<file path="src/rtl/hazard_ctrl.sv">
// Pipeline hazard controller: load-use stalls, redirect squashes and data-memory waits,
// with saturating stall/flush counters for performance debug.
module hazard_ctrl #(
  parameter int CNT_W = 16
) (
  input  logic             clk,
  input  logic             rst_n,
  input  logic [4:0]       id_src1,
  input  logic [4:0]       id_src2,
  input  logic             id_uses_src2,
  input  logic             ex_regWrite,
  input  logic             ex_memtoreg,
  input  logic [4:0]       ex_destReg,
  input  logic             ex_redirect,
  input  logic             mem_busy,
  output logic             pc_hold,
  output logic             ifid_hold,
  output logic             idex_hold,
  output logic             exmem_hold,
  output logic             idex_bubble,
  output logic             ifid_flush,
  output logic [1:0]       state,
  output logic [CNT_W-1:0] stall_cnt,
  output logic [CNT_W-1:0] flush_cnt
);

  localparam logic [1:0] RUN        = 2'd0;
  localparam logic [1:0] LOAD_STALL = 2'd1;
  localparam logic [1:0] MEM_WAIT   = 2'd2;

  logic [1:0]       state_q, state_d;
  logic             flush_pend_q, flush_pend_d;
  logic             load_use;
  logic             hold_pc, hold_ifid, hold_idex, hold_exmem, bubble, flush;
  logic [CNT_W-1:0] stall_q, flush_q;

  assign load_use = ex_memtoreg & ex_regWrite & (ex_destReg != 5'd0) &
                    ((ex_destReg == id_src1) | (id_uses_src2 & (ex_destReg == id_src2)));

  always_comb begin
    hold_pc      = 1'b0;
    hold_ifid    = 1'b0;
    hold_idex    = 1'b0;
    hold_exmem   = 1'b0;
    bubble       = 1'b0;
    flush        = 1'b0;
    state_d      = state_q;
    flush_pend_d = flush_pend_q;
    case (state_q)
      RUN, LOAD_STALL: begin
        if (mem_busy) begin
          hold_pc    = 1'b1;
          hold_ifid  = 1'b1;
          hold_idex  = 1'b1;
          hold_exmem = 1'b1;
          state_d    = MEM_WAIT;
          if (ex_redirect) flush_pend_d = 1'b1;
        end else if (ex_redirect) begin
          flush   = 1'b1;
          bubble  = 1'b1;
          state_d = RUN;
        end else if (state_q == RUN && load_use) begin
          hold_pc   = 1'b1;
          hold_ifid = 1'b1;
          bubble    = 1'b1;
          state_d   = LOAD_STALL;
        end else begin
          state_d = RUN;
        end
      end
      MEM_WAIT: begin
        // EX is frozen here, so a redirect seen now is stale and not sampled.
        if (mem_busy) begin
          hold_pc    = 1'b1;
          hold_ifid  = 1'b1;
          hold_idex  = 1'b1;
          hold_exmem = 1'b1;
        end else if (flush_pend_q) begin
          flush        = 1'b1;
          bubble       = 1'b1;
          flush_pend_d = 1'b0;
          state_d      = RUN;
        end else if (load_use) begin
          hold_pc   = 1'b1;
          hold_ifid = 1'b1;
          bubble    = 1'b1;
          state_d   = LOAD_STALL;
        end else begin
          state_d = RUN;
        end
      end
      default: begin
        state_d      = RUN;
        flush_pend_d = 1'b0;
      end
    endcase
  end

  // Controls are forced low for the whole time reset is held, not just at the edge.
  assign pc_hold     = hold_pc    & rst_n;
  assign ifid_hold   = hold_ifid  & rst_n;
  assign idex_hold   = hold_idex  & rst_n;
  assign exmem_hold  = hold_exmem & rst_n;
  assign idex_bubble = bubble     & rst_n;
  assign ifid_flush  = flush      & rst_n;
  assign state       = state_q;
  assign stall_cnt   = stall_q;
  assign flush_cnt   = flush_q;

  always_ff @(posedge clk or negedge rst_n) begin
    if (!rst_n) begin
      state_q      <= RUN;
      flush_pend_q <= 1'b0;
    end else begin
      state_q      <= state_d;
      flush_pend_q <= flush_pend_d;
    end
  end

  always_ff @(posedge clk or negedge rst_n) begin
    if (!rst_n) begin
      stall_q <= '0;
      flush_q <= '0;
    end else begin
      if (pc_hold && stall_q != {CNT_W{1'b1}}) stall_q <= stall_q + CNT_W'(1);
      if (ifid_flush && flush_q != {CNT_W{1'b1}}) flush_q <= flush_q + CNT_W'(1);
    end
  end

endmodule
</file>
<file path="config.mk">
export PLATFORM = sky130hd
export DESIGN_NAME = hazard_ctrl
export DESIGN_NICKNAME = d
export VERILOG_FILES = /design/src/rtl/hazard_ctrl.sv
export SDC_FILE = /design/constraint.sdc
export NUM_CORES = 1
export LEC_CHECK = 0
export ABC_CLOCK_PERIOD_IN_PS = 3150
export CAP_MARGIN = 25
export CELL_PAD_IN_SITES_DETAIL_PLACEMENT = 2
export CELL_PAD_IN_SITES_GLOBAL_PLACEMENT = 2
export CORE_MARGIN = 2
export CORE_UTILIZATION = 28
export CTS_BUF_LIST = sky130_fd_sc_hd__clkbuf_8
export DETAILED_ROUTE_END_ITERATION = 8
export PLACE_DENSITY_LB_ADDON = 0.1
export REMOVE_ABC_BUFFERS = 1
export SLEW_MARGIN = 25
export SYNTH_ARGS = -nofsm -noshare
export SYNTH_HDL_FRONTEND = slang
export SYNTH_SLANG_ARGS = --single-unit
</file>
<file path="constraint.sdc">
create_clock -name clk -period 3.15 [get_ports clk]
set_input_delay 0.945 -clock clk [delete_from_list [all_inputs] [get_ports clk]]
set_output_delay 0.945 -clock clk [all_outputs]
set_load 0.1 [all_outputs]
</file>
# Word level (Yosys, flattened, before mapping)

Index checks and enable logic that the tools add are counted.

Register bits: 35
Bits of input ports: 22
Logic and storage cells: 62

$add $sub $neg: 2
Multiplexer cells: 30
Eq/ne operators: 9
Reductions and logical operators: 8
Bitwise gates (word level): 9

Operators by type and width:

| cell                                          | count |
|---|---|
| adder 16 x 1 -> 16 bit, second input constant | 2 |
| inequality test 16 bit, second input constant | 2 |
| 2-to-1 mux 1 bit                              | 23 |
| == test 5 bit                                 | 2 |
| bitwise AND 1 bit                             | 8 |
| case mux 1 bit (2 select lines)               | 4 |
| inequality test 2 bit, second input constant  | 3 |
| nonzero test 5 bit                            | 1 |
| 2-to-1 mux 2 bit                              | 2 |
| case mux 2 bit (2 select lines)               | 1 |
| logical AND 1 bit                             | 3 |
| AND reduction 3 bit                           | 1 |
| OR reduction 3 bit                            | 1 |
| == test 2 x 1 -> 1 bit, second input constant | 1 |
| == test 2 bit, second input constant          | 1 |
| logical NOT 2 bit                             | 1 |
| OR reduction 2 bit                            | 1 |
| bitwise OR 1 bit                              | 1 |

# Longest topological paths before layout

Gate-level depths: netlist of the first run.

Depth after elaboration: 11
Gate-level depth with buffers: 7
Depth with buffers taken out: 6

# Worst setup path after synthesis of the first run

Ideal clock, no wire load.

Path type: register -> output
Start point: register state_q[0], in the netlist state[0]
End point: output pc_hold
Path buffers: 2
Arrival time: 2941 ps
Setup slack: -736 ps
Stages on the path, launching flop included: 6
Cell sequence: dfrtp_1 > nand2_1 > and3_1 > a21o_1 > buf_2 > buf_4

Word-level cells in the longest chain between the ends: 7
Elaborated cells between the ends (all ways): 10

Ends and longest elaborated chain:

| element                             | RTL line | source |
|---|---|---|
| start: declaration                  | 31       | `logic [1:0] state_q, state_d;` |
| start signal: assignment            | 115      | `state_q <= state_d;` |
| logical NOT 2 bit                   | --       |  |
| logical AND 1 bit                   | 62       | `end else if (state_q == RUN && load_use) begin` |
| 2-to-1 mux 1 bit (3 in series)      | --       |  |
| case mux 1 bit (2 select lines) (*) | --       |  |
| bitwise AND 1 bit (*)               | --       |  |
| end: declaration                    | 16       | `output logic pc_hold,` |

Every way passes the cells marked *; elsewhere a longest branch is shown, timed or not.

# Worst setup path in the final report of the first run

Start point: input id_src1[4]
End point: output pc_hold

Word-level cells in the longest chain between the ends: 9
Elaborated cells between the ends (all ways): 12

Ends and longest elaborated chain:

| element                             | RTL line | source |
|---|---|---|
| start: declaration                  | 8        | `input logic [4:0] id_src1,` |
| == test 5 bit (*)                   | 38       | `((ex_destReg == id_src1) \| (id_uses_src2 & (ex_destReg == id_src2)));` |
| bitwise OR 1 bit (*)                | 38       |  |
| bitwise AND 1 bit (*)               | 37       | `assign load_use = ex_memtoreg & ex_regWrite & (ex_destReg != 5'd0) &` |
| logical AND 1 bit                   | 62       |  |
| 2-to-1 mux 1 bit                    | 62       |  |
| 2-to-1 mux 1 bit                    | 58       | `end else if (ex_redirect) begin` |
| 2-to-1 mux 1 bit                    | 51       | `if (mem_busy) begin` |
| case mux 1 bit (2 select lines) (*) | 49       | `case (state_q)` |
| bitwise AND 1 bit (*)               | 100      | `assign pc_hold = hold_pc & rst_n;` |

Marked as above.

==> results.tsv, run 1 <==
metric	value	unit
status	finished clean	
drive_above_1_share	0.320	
synth_top_cell_area_share	0.483	
vdd_drop_max	0.000483	V
syn-cell-area	1810	um2
area_growth_syn_to_layout	45.0	%
ys_seq_area_frac	0.483	
numCtsBuffers	5	
startpoint_type	input port	
initial_core_util	0.287	
grt_max_degree	25	
timing.rr.start	state[1]	
drc	0	
post_drt_wl_per_cell	16.0	um
finalClockSkew	0.00757	ns
worst_pin_slew	0.453	ns
io_pins	62	
finalHoldViolCount	0	
p_per_area	659	nW/um2
worst_ep_arrival_time	2.12	ns
rsz0062_at_grt	no	
fin_crit_sh	0.973	
ys_types	32	
first_iter_violations	24	
grt_pass1_wl	8.78	mm
whs	0.505	ns
tns	0	ns
first_global_vias	1729	
io_buffers	61	
netlist_top_cells_area	dfrtp_1 (48%), xnor2_1 (17%), nand3_1 (4.7%)	
rr_endpoint	flush_cnt[1]	
clkLatencyLatePin	0.29	ns
clk_pin_slew	0.07	ns
antenna_cells	0	
max_freq	326	MHz
required	2.20	ns
antenna_found_initial	0	
rows	29	
crit_start	id_src1[4]	
ys_ff_latch	35	
die_w	84.5	um
cts_max_path_buffers	2	
via_per_inst	4.85	
path_max_fanout	4	
netlist_instances	173	
hold_class	register to register	
synth.largest_area_cell	dfrtp_1	
yosysWarningCount	0	
p_leak	1.22	nW
cts-root-buf	clkbuf_8	
nets	270	
path_class	input port to output port	
fp.coreArea	6310	um2
die_h	84.5	um
mostFrequentLayoutCell	buf_4	
final_cell_mix	buf_4 (44), xnor2_1 (36), dfrtp_1 (35)	
grt_overflow	0	
via_count	1571	
crit_path_end_kind	output port	
setup_viol	0	
track_usage	0.153	
die_area	7140	um2
drv_slew	0	
crit_end	pc_hold	
rrSetupSlack	1.22	ns
drtAntennaViolNets	0	
max-slew-margin-rel	0.695	
syn_area_per_cell	10.5	um2
post-dp-hpwl	4.10	mm
cts_tree	built	
ff2ff_path_depth	7	
h-tree-depth	2	
wirelength	5.20	mm
clock_sinks	35	
period_needed	3.07	ns
place.gp.congestion	0.797	
drv_cap	0	
firstDrtPassIters	4	
kinds of logic (layout without fill, tap and decap cells):
| family | count (synthesis) | in the layout | share of synthesized area |
|---|---|---|---|
| AO/OA/AOI/OAI | 12 | 12 | 0.0414 |
| XOR/XNOR | 40 | 40 | 0.193 |
| adder cells (fa/ha/maj) | 2 | 2 | 0.0138 |
| buffers and inverters | 9 | 83 | 0.0241 |
| flip-flops | 35 | 35 | 0.483 |
| multiplexers | 2 | 2 | 0.0124 |
| AND/OR/NAND/NOR | 73 | 73 | 0.232 |
worst min path at each step:
stage / startpoint / to / cells after the start
detailed placement: flush_cnt[7] / flush_cnt[7] / 1
global route: stall_cnt[4] / stall_cnt[4] / 1
global placement: stall_cnt[4] / stall_cnt[4] / 1
finish: flush_cnt[7] / flush_cnt[7] / 1
floorplan: flush_pend_q / flush_pend_q / 2
CTS: stall_cnt[4] / stall_cnt[4] / 1
flip-flops by register name (all words and copies together), names as in the netlist:
| register | count |
|---|---|
| state | 2 |
| flush_cnt | 16 |
| stall_cnt | 16 |
| flush_pend_q | 1 |
power breakdown:
part           switching (mW)  internal [mW]
logic                   0.621          0.202
clock network           0.158          0.149
registers              0.0885          0.515
cells in the mapped netlist (all sizes together):
cell	instances
dfrtp	35
inv	4
nor3b	1
mux2	2
nor2	6
xor2	4
and3b	1
and4	6
a21o	1
a31oi	1
nand2	13
o2111ai	1
and3	12
xnor2	36
and2	1
a21oi	6
nor2b	1
buf	4
clkbuf	1
nor3	5
or4	1
o22ai	1
ha	2
a21boi	1
nand3b	1
nand3	17
o32ai	1
nand4	8
worst max-delay path, cell delays in order:
cell and delay [ns]:
dlygate4sd2_1 0.24, xnor2_1 0.13, nand3_1 0.11, o22ai_2 0.21
buf_4 0.14, a21o_4 0.16, buf_12 0.18
through the flow:
stage	power, mW	worst slack, ns	cells	instance area (um2)	util
final	1.73	0.0838	324	2630	0.417
after global routing	1.82	0.00605	324	2630	0.417
after detailed placement	1.44	-0.387	314	2520	0.400
after floorplan	1.21	-1.74	168	1790	-
after global placement	1.42	-0.299	314	2520	0.400
after CTS	1.76	0.00389	323	2620	0.415
metal layers:
layer  share of wire  global-route usage  wire (um)
met1            0.43               0.185       2250
met2            0.51               0.270       2680
met3           0.041              0.0393        213
met4           0.011              0.0418         57
met5               0                   0          0
final cells by class:
| type | count | area, um2 |
|---|---|---|
| Inverter | 4 | 15.0 |
| Fill cell | 703 | 3680 |
| Tap cell | 77 | 96.3 |
| Timing Repair Buffer | 71 | 617 |
| Multi-Input combinational cell | 129 | 945 |
| Sequential cell | 35 | 876 |
| Clock buffer | 5 | 68.8 |
| Clock inverter | 3 | 12.5 |
what timing repair did:
action | in CTS | in global routing
gates resized for setup | 26 | 21
setup buffers | 1 | 1
hold buffers | 0 | 0
endpoints found under the setup margin | 4 | 4
pin swaps | 12 | 13
Note: power is estimated with default switching activity, not from simulation.
==> run 2: changes to the inputs <==
--- a/config.mk
+++ b/config.mk
@@ -17,3 +17,3 @@
 export REMOVE_ABC_BUFFERS = 1
-export SLEW_MARGIN = 25
+export SLEW_MARGIN = 15
 export SYNTH_ARGS = -nofsm -noshare
==> constraint.sdc (replaced) <==
create_clock -name clk -period 3.15 [get_ports clk]
set_input_delay 0.63 -clock clk [delete_from_list [all_inputs] [get_ports clk]]
set_output_delay 0.63 -clock clk [all_outputs]
set_load 0.1 [all_outputs]
==> run 2 against run 1 <==
  * Combinational power shrank 0.7%
  * Non-clock buffer count shrank 7
  * Routed wire length shrank 1.0%
  * Die area is the same
  * Clock power grew 2%
  * Sequential share of layout area grew 0.83 points
  * Total power is essentially flat
  * Hold slack lost 0.23 ns
  * Sequential power is essentially flat
  * Sequential cell count is the same
==> results.tsv, run 2 (synthesized netlist as in run 1, its figures left out) <==
metric	value	unit	change
final_core_util	0.406		-0.0101
clk_pin_slew	0.07	ns	about the same
vdd_drop_max	0.000522	V	+7.9%
final_cell_mix	buf_4 (37), xnor2_1 (36), dfrtp_1 (35)		
rows	29		unchanged
fp.coreArea	6310	um2	unchanged
p_leak	1.17	nW	-4.7%
grt_max_degree	23		-8.0%
io_pins	62		unchanged
nets	263		-2.6%
cts-root-buf	clkbuf_8		
path_delay_family	buffers and inverters		
die_h	84.5	um	unchanged
dpl_cell_area	2480	um2	-1.5%
period_needed	2.86	ns	-0.203 ns
required	2.52	ns	+0.32 ns
startpoint_type	input port		
postCtsHoldBufs	0		unchanged
finalHoldViolCount	0		unchanged
numCtsBuffers	5		unchanged
cts_max_path_buffers	2		unchanged
cp_num_cells	7		unchanged
critPathBufInv	2		-1
grt_overflow	0		unchanged
fill_cells	694		-1.3%
area_growth_syn_to_layout	41.4	%	
worst_ep_arrival_time	2.23	ns	+0.11 ns
first_iter_violations	31		+29%
hold_class	input port to async pin		
status	finished clean		
crit_slowest_cell	clkdlybuf4s50_1		
cts_tree	built		
grt_pass1_wl	8.77	mm	about the same
ff2ff_path_depth	7		unchanged
initial_core_util	0.287		unchanged
rr_endpoint	stall_cnt[1]		
wirelength	5.15	mm	-1.0%
critPathMaxStageDelay	0.56	ns	+0.32 ns
timing.rr.start	state[0]		
rrSetupSlack	1.04	ns	-0.18 ns
crit_path_end_kind	output port		
first_global_vias	1695		-2.0%
clock_sinks	35		unchanged
h-tree-depth	2		unchanged
path_class	input port to output port		
via_count	1544		-1.7%
setup_viol	0		unchanged
crit_end	idex_bubble		
finalClockSkew	0.00880	ns	+0.00122 ns
drtAntennaViolNets	0		unchanged
drc	0		unchanged
fin_crit_sh	0.909		-0.0644
postCtsSetupBuffers	0		-1
whs	0.275	ns	-0.230 ns
via_per_inst	4.87		+0.45%
path_max_fanout	3		-1
die_area	7140	um2	unchanged
rsz0062_at_grt	no		
crit_start	ex_destReg[2]		
antenna_found_initial	0		unchanged
p_per_area	675	nW/um2	+2.5%
drv_cap	0		unchanged
cts_resized	0		-100%
io_buffers	61		unchanged
max_freq	349	MHz	+7.1%
max-slew-margin-rel	0.686		-0.00964
clkLatencyLatePin	0.28	ns	about the same
drv_slew	0		unchanged
track_usage	0.153		-0.000331
drive_above_1_share	0.238		-0.0823
post_drt_wl_per_cell	16.2	um	+1.1%
post-dp-hpwl	3.98	mm	-3.0%
antenna_cells	0		unchanged
firstDrtPassIters	4		unchanged
fin_area	2570	um2	-2.4%
worstPathCellList	clkdlybuf4s50_1 > xnor2_1 > nand4_1 > o22ai_1 > nand2_1 > a21oi_1 > buf_12		
worst_pin_slew	0.468	ns	+0.0143 ns
die_w	84.5	um	unchanged
mostFrequentLayoutCell	buf_4		
place.gp.congestion	0.799		+0.25%
## run 2: changes by cell type in the layout (fill, tap and decap cells not counted), moves of 2 or more
| cell | delta |
|---|---|
| clkdlybuf4s50_1 | +18 |
| clkbuf_2 | -6 |
| dlygate4sd2_1 | -7 |
| clkdlybuf4s15_1 | -5 |
| a21oi_1 | +3 |
| buf_4 | -7 |
| a21oi_2 | -2 |
## run 2: layout make-up
type,instances,area [um2],area share
multi-input cells,129,895,0.349
inverters,4,15.0,0.00585
flip-flops and latches,35,876,0.341
repair buffers,64,603,0.235
clock inverters,3,12.5,0.00488
well taps,77,96.3,0.0375
clock buffers,5,68.8,0.0268
## run 2: how the worst min path moves through the flow
| stage | from | end | slack (ns) | cells after the start |
|---|---|---|---|---|
| CTS | rst_n | stall_cnt[0] | 0.28 | 1 |
| global route | rst_n | stall_cnt[4] | 0.29 | 1 |
| finish | rst_n | stall_cnt[4] | 0.28 | 1 |
| global placement | stall_cnt[4] | stall_cnt[4] | 0.48 | 1 |
| detailed placement | stall_cnt[4] | stall_cnt[4] | 0.49 | 1 |
| floorplan | rst_n | flush_cnt[0] | 0.33 | 0 |
## run 2: power breakdown
part | internal [mW] | switching, mW
clock network | 0.149 | 0.163
logic | 0.202 | 0.616
registers | 0.515 | 0.0884
total | 0.865 | 0.868
## run 2: through the flow
| step | worst slack, ns | TNS, ns | total power, mW | instances |
|---|---|---|---|---|
| 6_report | 0.287 | 0 | 1.73 | 317 |
| 5_1_grt | 0.143 | 0 | 1.82 | 317 |
| 4_1_cts | 0.266 | 0 | 1.76 | 317 |
| 3_5_place_dp | 0.271 | 0 | 1.44 | 309 |
| 3_3_place_gp | 0.332 | 0 | 1.42 | 309 |
| 2_1_floorplan | -1.52 | -26.39 | 1.21 | 168 |
## run 2: layer usage
metal | vias to the layer above | global-route usage | part of all wire | wire (um)
li1 | 736 | - | - | -
met1 | 769 | 0.194 | 0.44 | 2280
met2 | 34 | 0.256 | 0.50 | 2580
met3 | 5 | 0.0383 | 0.042 | 217
met4 | 0 | 0.0476 | 0.013 | 67
met5 | - | 0 | 0 | 0
==> run 3: changes to the inputs <==
CELL_PAD_IN_SITES_DETAIL_PLACEMENT = 1   (was 2)
CELL_PAD_IN_SITES_GLOBAL_PLACEMENT = 1   (was 2)
CORE_UTILIZATION = 35   (was 28)
==> run 3 against run 2 <==
  * Final cell count fell by 2.5%
  * Total power rose by 0.48%
  * Sequential power fell by 0.8%
  * Core utilization rose by 10 points
  * Highest routed layer unchanged
==> results.tsv, run 3 (synthesized netlist as in run 1, its figures left out) <==
metric	value	unit	change
rows	26		-10%
finalHoldViolCount	0		unchanged
die_area	5780	um2	-19%
worst_ep_arrival_time	2.27	ns	+0.04 ns
setup_viol	0		unchanged
fin_crit_sh	0.921		+0.0119
timing.rr.start	state[1]		
final_cell_mix	buf_4 (37), xnor2_1 (36), dfrtp_1 (35)		
finalClockSkew	0.00839	ns	-0.000409 ns
max-slew-margin-rel	0.700		+0.0141
p_leak	1.16	nW	-0.30%
nets	263		unchanged
path_class	input port to output port		
crit_start	ex_destReg[4]		
via_count	1543		-0.065%
die_w	76.0	um	-10%
fp.coreArea	5040	um2	-20%
hold_class	input port to async pin		
area_growth_syn_to_layout	41.3	%	about the same
track_usage	0.176		+0.0227
p_per_area	679	nW/um2	+0.58%
startpoint_type	input port		
die_h	76.0	um	-10%
crit_path_end_kind	output port		
drive_above_1_share	0.243		+0.00518
postCtsSetupBuffers	0		unchanged
io_pins	62		unchanged
path_max_fanout	3		unchanged
grt_max_degree	23		unchanged
cts_resized	0		unchanged
cts_max_path_buffers	2		unchanged
clkLatencyLatePin	0.29	ns	about the same
io_buffers	61		unchanged
cts-root-buf	clkbuf_8		
via_per_inst	4.99		+2.5%
clock_sinks	35		unchanged
period_needed	2.90	ns	+0.0375 ns
mostFrequentLayoutCell	buf_4		
drv_cap	0		unchanged
antenna_cells	0		unchanged
first_global_vias	1632		-3.7%
required	2.52	ns	about the same
post_drt_wl_per_cell	15.4	um	-5.0%
fin_ws	0.249	ns	-0.0375 ns
drc	0		unchanged
rr_endpoint	stall_cnt[1]		
ff2ff_path_depth	7		unchanged
final_core_util	0.508		+0.102
h-tree-depth	2		unchanged
drv_slew	0		unchanged
firstDrtPassIters	4		unchanged
rrSetupSlack	1.11	ns	+0.07 ns
max_freq	345	MHz	-1.3%
grt_overflow	0		unchanged
crit_end	idex_bubble		
clk_pin_slew	0.07	ns	about the same
rsz0062_at_grt	no		
drtAntennaViolNets	0		unchanged
post-dp-hpwl	3.70	mm	-7.2%
antenna_found_initial	0		unchanged
numCtsBuffers	5		unchanged
first_iter_violations	58		+87%
postCtsHoldBufs	0		unchanged
status	finished clean		
worst_pin_slew	0.447	ns	-0.0210 ns
initial_core_util	0.360		+0.0724
post-place-ws	0.246	ns	-0.0247 ns
place.gp.congestion	0.769		-3.7%
cts_tree	built		
grt_pass1_wl	8.21	mm	-6.4%
wirelength	4.77	mm	-7.4%
vdd_drop_max	0.000540	V	+3.5%
[run 3: through the flow]
| stage | std cells | power, mW | hold WS [ns] | area, um2 | setup TNS, ns |
|---|---|---|---|---|---|
| 2_1_floorplan | 168 | 1.21 | 0.334 | 1790 | -26.39 |
| 3_3_place_gp | 302 | 1.41 | 0.481 | 2480 | 0 |
| 3_5_place_dp | 302 | 1.43 | 0.488 | 2480 | 0 |
| 4_1_cts | 309 | 1.77 | 0.263 | 2560 | 0 |
| 5_1_grt | 309 | 1.82 | 0.280 | 2560 | 0 |
| 6_report | 309 | 1.74 | 0.267 | 2560 | 0 |
[run 3: worst max-delay path, cell delays in order]
cell and delay [ns]:
clkdlybuf4s50_1 0.48, xnor2_1 0.24, nand4_1 0.12, o22ai_1 0.21, nand2_1 0.10, a21oi_1 0.27
buf_12 0.21
[run 3: final cells by class]
cell class / instances / area (um2)
Tap cell: 70 / 87.6
Clock inverter: 1 / 5.00
Timing Repair Buffer: 64 / 603
Clock buffer: 6 / 82.6
Sequential cell: 35 / 876
Fill cell: 574 / 2480
Inverter: 4 / 15.0
Multi-Input combinational cell: 129 / 895
[run 3: how the worst min path moves through the flow]
| stage | depth (start not counted) | to | slack [ns] | from |
|---|---|---|---|---|
| final | 1 | stall_cnt[2] | 0.27 | rst_n |
| after CTS | 1 | stall_cnt[5] | 0.26 | rst_n |
| after global placement | 1 | stall_cnt[14] | 0.48 | stall_cnt[14] |
| after detailed placement | 1 | flush_cnt[3] | 0.49 | flush_cnt[3] |
| after floorplan | 0 | flush_cnt[0] | 0.33 | rst_n |
| after global routing | 1 | stall_cnt[2] | 0.28 | rst_n |
[run 3: power breakdown]
group          internal [mW]  total [mW]  switching, mW
clock network          0.171       0.326          0.154
logic                  0.201       0.818          0.616
registers              0.515       0.598         0.0828
total                  0.888        1.74          0.854
[run 3: layer usage]
metal,vias up,track usage,share of wire
met5,-,0,0
met4,0,0.0564,0.016
met3,9,0.0427,0.042
met2,40,0.282,0.49
met1,755,0.235,0.45
li1,739,-,-
